### config.mk
export PLATFORM = sky130hd
export DESIGN_NAME = time_set_controller_flat
export DESIGN_NICKNAME = d
export VERILOG_FILES = /design/src/rtl/time_set_controller_if.sv /design/src/rtl/time_set_controller.sv /design/src/flat_wrapper.sv
export SDC_FILE = /design/constraint.sdc
export NUM_CORES = 1
export LEC_CHECK = 0
export CAP_MARGIN = 10
export CORE_MARGIN = 1
export CORE_UTILIZATION = 40
export DETAILED_ROUTE_END_ITERATION = 10
export PLACE_DENSITY_LB_ADDON = 0.25
export SYNTH_ARGS = -nofsm -noshare
export SYNTH_HDL_FRONTEND = slang
export SYNTH_SLANG_ARGS = --single-unit
### constraint.sdc
create_clock -name clk -period 2.1 [get_ports clk]
set_clock_uncertainty 0.2 [all_clocks]
set_input_delay 0.315 -clock clk [delete_from_list [all_inputs] [get_ports clk]]
set_output_delay 0.315 -clock clk [all_outputs]
set_load 0.005 [all_outputs]
### src/rtl/time_set_controller_if.sv
// rtl/time_set_controller_if.sv - button/strobe inputs and mode/tick outputs of the time-set controller
interface time_set_controller_if;
    logic       one_hz_stb;
    logic       fast_stb;
    logic       btn_min;
    logic       btn_hr;
    logic [1:0] mode;
    logic       en;

    modport master (
        output one_hz_stb,
        output fast_stb,
        output btn_min,
        output btn_hr,
        input  mode,
        input  en
    );

    modport slave (
        input  one_hz_stb,
        input  fast_stb,
        input  btn_min,
        input  btn_hr,
        output mode,
        output en
    );
endinterface

### src/rtl/time_set_controller.sv
// rtl/time_set_controller.sv - debounces MIN/HR buttons and sequences time-register mode and enable tick
module time_set_controller #(
    parameter int DEBOUNCE_CYCLES = 16,
    parameter int HOLD_TICKS      = 8,
    parameter int REPEAT_DIV      = 2
) (
    input  logic                 clk,
    input  logic                 reset,
    time_set_controller_if.slave bus
);
    localparam int DW = $clog2(DEBOUNCE_CYCLES + 1);
    localparam int HW = $clog2(HOLD_TICKS + 1) > 0 ? $clog2(HOLD_TICKS + 1) : 1;
    localparam int RW = $clog2(REPEAT_DIV + 1) > 0 ? $clog2(REPEAT_DIV + 1) : 1;

    localparam logic [DW-1:0] DEB_LAST = DW'(DEBOUNCE_CYCLES - 1);
    localparam logic [HW-1:0] HOLD_MAX = HW'(HOLD_TICKS);
    localparam logic [RW-1:0] REP_LAST = RW'(REPEAT_DIV - 1);

    localparam logic [1:0] MODE_RUN = 2'd0;
    localparam logic [1:0] MODE_MIN = 2'd1;
    localparam logic [1:0] MODE_HR  = 2'd2;
    localparam logic [1:0] MODE_CLR = 2'd3;

    typedef enum logic [2:0] {RUN, SMIN, SHR, CLR1, CLR2, WREL} state_t;

    // Index 0 is MIN, index 1 is HR throughout the conditioning path.
    logic [1:0]    raw;
    logic [1:0]    sync1;
    logic [1:0]    sync2;
    logic [1:0]    deb;
    logic [DW-1:0] deb_cnt [2];

    assign raw = {bus.btn_hr, bus.btn_min};

    always_ff @(posedge clk) begin
        if (reset) begin
            sync1 <= '0;
            sync2 <= '0;
            deb   <= '0;
            for (int i = 0; i < 2; i++) deb_cnt[i] <= '0;
        end else begin
            sync1 <= raw;
            sync2 <= sync1;
            for (int i = 0; i < 2; i++) begin
                if (sync2[i] == deb[i]) begin
                    deb_cnt[i] <= '0;
                end else if (deb_cnt[i] == DEB_LAST) begin
                    deb[i]     <= sync2[i];
                    deb_cnt[i] <= '0;
                end else begin
                    deb_cnt[i] <= deb_cnt[i] + DW'(1);
                end
            end
        end
    end

    logic dm;
    logic dh;
    assign dm = deb[0];
    assign dh = deb[1];

    state_t        state;
    logic [1:0]    mode_q;
    logic          en_q;
    logic [HW-1:0] hold_cnt;
    logic [RW-1:0] rep_cnt;
    logic          own_btn;
    logic          other_btn;

    assign own_btn   = (state == SMIN) ? dm : dh;
    assign other_btn = (state == SMIN) ? dh : dm;

    always_ff @(posedge clk) begin
        if (reset) begin
            state    <= RUN;
            mode_q   <= MODE_RUN;
            en_q     <= 1'b0;
            hold_cnt <= '0;
            rep_cnt  <= '0;
        end else begin
            en_q <= 1'b0;
            case (state)
                RUN: begin
                    // A button transition takes priority; a coincident 1 Hz tick is dropped.
                    if (dm && dh) begin
                        state  <= CLR1;
                        mode_q <= MODE_CLR;
                    end else if (dm || dh) begin
                        state    <= dm ? SMIN : SHR;
                        mode_q   <= dm ? MODE_MIN : MODE_HR;
                        en_q     <= 1'b1;
                        hold_cnt <= (bus.fast_stb && HOLD_TICKS > 0) ? HW'(1) : '0;
                        rep_cnt  <= '0;
                    end else begin
                        en_q <= bus.one_hz_stb;
                    end
                end
                SMIN, SHR: begin
                    if (other_btn) begin
                        state    <= CLR1;
                        mode_q   <= MODE_CLR;
                        hold_cnt <= '0;
                        rep_cnt  <= '0;
                    end else if (!own_btn) begin
                        state    <= RUN;
                        mode_q   <= MODE_RUN;
                        hold_cnt <= '0;
                        rep_cnt  <= '0;
                    end else if (bus.fast_stb) begin
                        if (hold_cnt != HOLD_MAX) begin
                            hold_cnt <= hold_cnt + HW'(1);
                        end else if (rep_cnt == REP_LAST) begin
                            rep_cnt <= '0;
                            en_q    <= 1'b1;
                        end else begin
                            rep_cnt <= rep_cnt + RW'(1);
                        end
                    end
                end
                // Mode 3 is presented one cycle ahead of the clearing tick.
                CLR1: begin
                    state <= CLR2;
                    en_q  <= 1'b1;
                end
                CLR2: begin
                    state <= WREL;
                end
                WREL: begin
                    if (!dm && !dh) begin
                        state  <= RUN;
                        mode_q <= MODE_RUN;
                    end
                end
                default: begin
                    state  <= RUN;
                    mode_q <= MODE_RUN;
                end
            endcase
        end
    end

    assign bus.mode = mode_q;
    assign bus.en   = en_q;
endmodule

### src/flat_wrapper.sv
// flat-port wrapper written by rule: the top's interface ports become plain ports
module time_set_controller_flat 
#(
    parameter int DEBOUNCE_CYCLES = 16,
    parameter int HOLD_TICKS      = 8,
    parameter int REPEAT_DIV      = 2
)
  (clk, reset, bus_one_hz_stb, bus_fast_stb, bus_btn_min, bus_btn_hr, bus_mode, bus_en);
  time_set_controller_if bus_i ();
  input  logic clk;
  input  logic reset;
  input wire logic [$bits(bus_i.one_hz_stb)-1:0] bus_one_hz_stb;
  input wire logic [$bits(bus_i.fast_stb)-1:0] bus_fast_stb;
  input wire logic [$bits(bus_i.btn_min)-1:0] bus_btn_min;
  input wire logic [$bits(bus_i.btn_hr)-1:0] bus_btn_hr;
  output wire logic [$bits(bus_i.mode)-1:0] bus_mode;
  output wire logic [$bits(bus_i.en)-1:0] bus_en;
  assign bus_i.one_hz_stb = bus_one_hz_stb;
  assign bus_i.fast_stb = bus_fast_stb;
  assign bus_i.btn_min = bus_btn_min;
  assign bus_i.btn_hr = bus_btn_hr;
  assign bus_mode = bus_i.mode;
  assign bus_en = bus_i.en;
  time_set_controller #(.DEBOUNCE_CYCLES(DEBOUNCE_CYCLES), .HOLD_TICKS(HOLD_TICKS), .REPEAT_DIV(REPEAT_DIV)) u_core (.clk(clk), .reset(reset), .bus(bus_i));
endmodule
* After elaboration in Yosys (flattened, before gate mapping)
Memories as Yosys holds them, arrays and structs flattened. Cells that the tools add are included. Widths: inputs -> output; s select.
Word-level totals: flip-flop bits (word level) 18, RAM bits 10, output and inout port bits 3, memories kept 1
Memories:
- u_core.deb_cnt | words 2, width 5, rd ports 2, clocked after Yosys merged registers in 0, wr ports 2, RTL line time_set_controller.sv:31 | logic [DW-1:0] deb_cnt [2];
Operators by class: $add $sub $neg 4, equal/unequal tests 19, multiplexer cells 70, bitwise gates (word level) 9, reductions and logical operators 15
Operators by type and width (count):
- $mux 1 | 34
- $mux 5 | 6
- $mux 2 | 14
- $mux 4 | 6
- $ne 4x4->1 const B | 4
- $mux 3 | 5
- $pmux 3 s5 | 1
- $add 5x1->5 const B | 2
- $eq 5x4->1 const B | 2
- $reduce_and 5->1 | 2
- $pmux 2 s4 | 1
- $pmux 4 s2 | 1
- $eq 3x2->1 const B | 2
- $eq 3x3->1 const B | 2
- $or 1x1->1 | 6
- $add 4x1->4 const B | 1
- $ne 2x1->1 const B | 2
- $pmux 2 s2 | 1
- $reduce_and 2->1 | 2
- $reduce_and 4->1 | 1
- $reduce_or 2->1 | 2
- $eq 3x1->1 const B | 1
- $logic_not 3->1 | 1
- $ne 3x1->1 const B | 1
- 12 further kinds | 17

* Depth between registers and ports, before layout
An unclocked memory read counts as a cell.
depth in word-level cells 8, gate-level depth with buffers 6

* Least setup slack after synthesis
OpenSTA, ideal clock, no wires.
kind reg-to-reg, start mem u_core.deb_cnt[1][0] (netlist bit), end mem u_core.deb_cnt[1][2] (netlist bit) (data pin), arrival 1502 ps, required time 1761 ps, path slack 259 ps, stages on the path, launching flop included 6, buffers on the path 0, clock period less this slack 1841 ps, cell sequence edfxtp_1 ha_1 and3_1 ha_1 or3_1 nor2_1
RTL lines (RTL line):
- from (decl) | time_set_controller.sv:31

==> impl_metrics.py <==
metrics = {
    "sta": {
        "final.min_clock_period_ns": 1.99,
        "hold_viol_final": 0,
        "fin_crit_sh_pct": 94.8,
        "fmax_ghz": 0.502,
        "rsz0062_at_grt": "no",
        "finalSetupTns_ns": 0,
        "slew_violations": 0,
        "setup_viol_count_final": 0,
    },
    "clocking": {
        "cts.htree.levels": 1,
        "post_cts_buffers": 0,
        "clk_pin_slew_ns": 0.14,
        "tritoncts": "yes",
        "cts_buffer_depth": 2,
        "root_buffer": "clkbuf_4",
        "clock_latency_ns": 0.32,
        "post_cts_resized": 0,
        "cts_hold_buf": 0,
        "cts_buffers": 3,
        "cts_sinks": 28,
    },
    "grt": {
        "grt_pass1_vias": 983,
        "grt_max_degree": 16,
        "antenna_found_initial": 0,
        "use_met1_pct": 17.6,
        "overflow": 0,
        "met2_usage_pct": 22.8,
        "use_met3_pct": 2.21,
        "busiest_layer": "met2",
        "track_usage_pct": 13.7,
        "grt_pass1_wl_um": 4270,
    },
    "logic_synthesis": {
        "yosys_warnings": 0,
        "netlist_area_mm2": 0.00145,
        "yosysTopAreaCell": "dfxtp_1",
        "yosysSeqAreaShare_pct": 45.5,
        "synth-edff-count": 10,
        "synthArstFlopShare_pct": 0,
        "synthTopCellsByCount": "nor2_1, dfxtp_1, edfxtp_1",
        "ys.flop_type": "dfxtp_1",
        "synthTopCellsByArea": "dfxtp_1, edfxtp_1, ha_1",
        "syn_inst": 154,
        "syn_area_per_cell_um2": 9.42,
        "yosysMostFrequentCell": "nor2_1",
        "synth_cell_types": 44,
        "ys_ff_latch": 28,
        "synth_top_area_share_pct": 24.8,
    },
    "floorplanning": {
        "die_h_um": 62.2,
        "start_util_pct": 42.5,
        "core_area_mm2": 0.00342,
        "fp-row-count": 21,
        "ios": 9,
        "die-area_mm2": 0.00387,
        "die_x_um": 62.2,
    },
    "power": {
        "ir_worst_vdd_uv": 279,
        "power.leakage_nw": 0.634,
        "power.density_mw_per_mm2": 527,
        "total_power_mw": 0.887,
    },
    "routing": {
        "vias_per_cell": 5.02,
        "ant_nets": 0,
        "drc_errors": 0,
        "via_count": 1104,
        "drtPass1Iterations": 4,
        "wl_um": 2460,
        "post_drt_wl_per_cell_um": 11.2,
        "drt-initial-drc-count": 41,
    },
    "run": {
        "drv_cap": 0,
    },
    "layout": {
        "fin_cells": 220,
        "syn_to_final_growth_pct": 15.9,
        "drive_gt1_share_pct": 9.77,
        "multi_input_area_um2": 738,
        "utilization_pct": 49.3,
        "fillCellCount": 330,
        "fin_area_mm2": 0.00168,
        "final_nets": 187,
        "regArea_um2": 661,
        "n_antenna_cell": 0,
    },
    "placed_design": {
        "dpl.hpwl_um": 1840,
        "routabilityCongestion": 0.754,
        "port_buffers": 8,
        "place_inst": 216,
        "dpl_cell_area_mm2": 0.00165,
    },
    "min_path": {
        "hold_path.class": "flop to flop",
    },
    "outcome": {
        "status": "finished, final reports clean",
    },
    "setup_path": {
        "critPathArrivalTime_ns": 1.98,
        "crit_required_ns": 2.09,
        "r2r_setup_slack_ns": 0.11,
        "worstSetupStartpointType": "flop",
        "crit_path_end_kind": "flop",
        "crit_type": "flop to flop",
        "critPathMaxFanout": 5,
    },
}
## power by group
part	switching, mW	internal, mW
logic	0.0244	0.0264
clock network	0.148	0.106
registers	0.00762	0.575
## cells in the final DEF, fill, tap and decap left out, drive strengths merged, types with 3 or more instances in the layout
cell type / Yosys / final
buf: 3 / 8
edfxtp: 10 / 10
clkbuf: 6 / 4
inv: 9 / 9
xnor2: 4 / 4
a21oi: 9 / 9
conb: 1 / 10
a31oi: 3 / 3
clkdlybuf4s50: 0 / 8
nor2: 20 / 20
xor2: 3 / 3
ha: 6 / 6
dfxtp: 18 / 18
o21ai: 7 / 7
nor2b: 5 / 5
nand3: 6 / 6
nand2: 8 / 8
and3: 3 / 3
a221oi: 3 / 3
## metal layers
| layer | up-vias | routed length [µm] |
|---|---|---|
| li1 | 571 | - |
| met1 | 510 | 1250 |
| met2 | 21 | 1120 |
| met3 | 2 | 66 |
| met4 | 0 | 23 |
| met5 | - | 0 |
## kinds of logic after synthesis
| family | after synthesis | share of synthesized area [%] |
|---|---|---|
| AO/OA/AOI/OAI | 33 | 15.1 |
| XOR/XNOR | 7 | 4.22 |
| adder cells (fa/ha/maj) | 6 | 5.17 |
| buffers and inverters | 19 | 5.95 |
| flip-flops | 28 | 45.5 |
| multiplexers | 3 | 2.16 |
| other | 1 | 0.258 |
| AND/OR/NAND/NOR | 57 | 21.6 |
## path summary, 6_finish.rpt
check / endpoint / from / cells past startpoint
max reg2reg: u_core.deb_cnt[1][3]$_SDFFCE_PN0P_ / u_core.deb_cnt[1][0]$_SDFFCE_PN0P_ / 5
max: u_core.deb_cnt[1][3]$_SDFFCE_PN0P_ / u_core.deb_cnt[1][0]$_SDFFCE_PN0P_ / 5
min reg2reg: u_core.sync2[0]$_SDFF_PP0_ / u_core.sync1[0]$_SDFF_PP0_ / 1
min: u_core.sync2[0]$_SDFF_PP0_ / u_core.sync1[0]$_SDFF_PP0_ / 1
## final cells by class
| cell class | instances | share of cell area [%] |
|---|---|---|
| multi-input combinational | 116 | 43.9 |
| sequential | 28 | 39.3 |
| timing repair buffer | 16 | 8.33 |
| tap | 46 | 3.42 |
| inverter | 10 | 2.97 |
| clock buffer | 4 | 2.16 |
## flip-flops by register name (all words and copies together) (netlist names)
| signal | flops |
|---|---|
| u_core.deb_cnt | 10 |
| u_core.hold_cnt | 4 |
| u_core.state | 3 |
| u_core.bus.mode | 2 |
| u_core.deb | 2 |
| u_core.rep_cnt | 2 |
| u_core.sync1 | 2 |
| u_core.sync2 | 2 |
| u_core.bus.en | 1 |
## stage by stage
step | hold slack [ns] | worst slack, ns
detailed placement | 0.224 | 0.0277
floorplan | 0.214 | 0.259
global route | 0.264 | 0.0290
global placement | 0.229 | 0.0623
CTS | 0.258 | 0.103
finish | 0.255 | 0.109
## critical path, cell delays in order (launching register included)
cell and delay [ns]:
edfxtp_1 0.45, ha_1 0.24, and3_1 0.19, ha_1 0.21
or3_1 0.43, nor2_1 0.13
No activity file was read; power rests on OpenSTA's default activity.
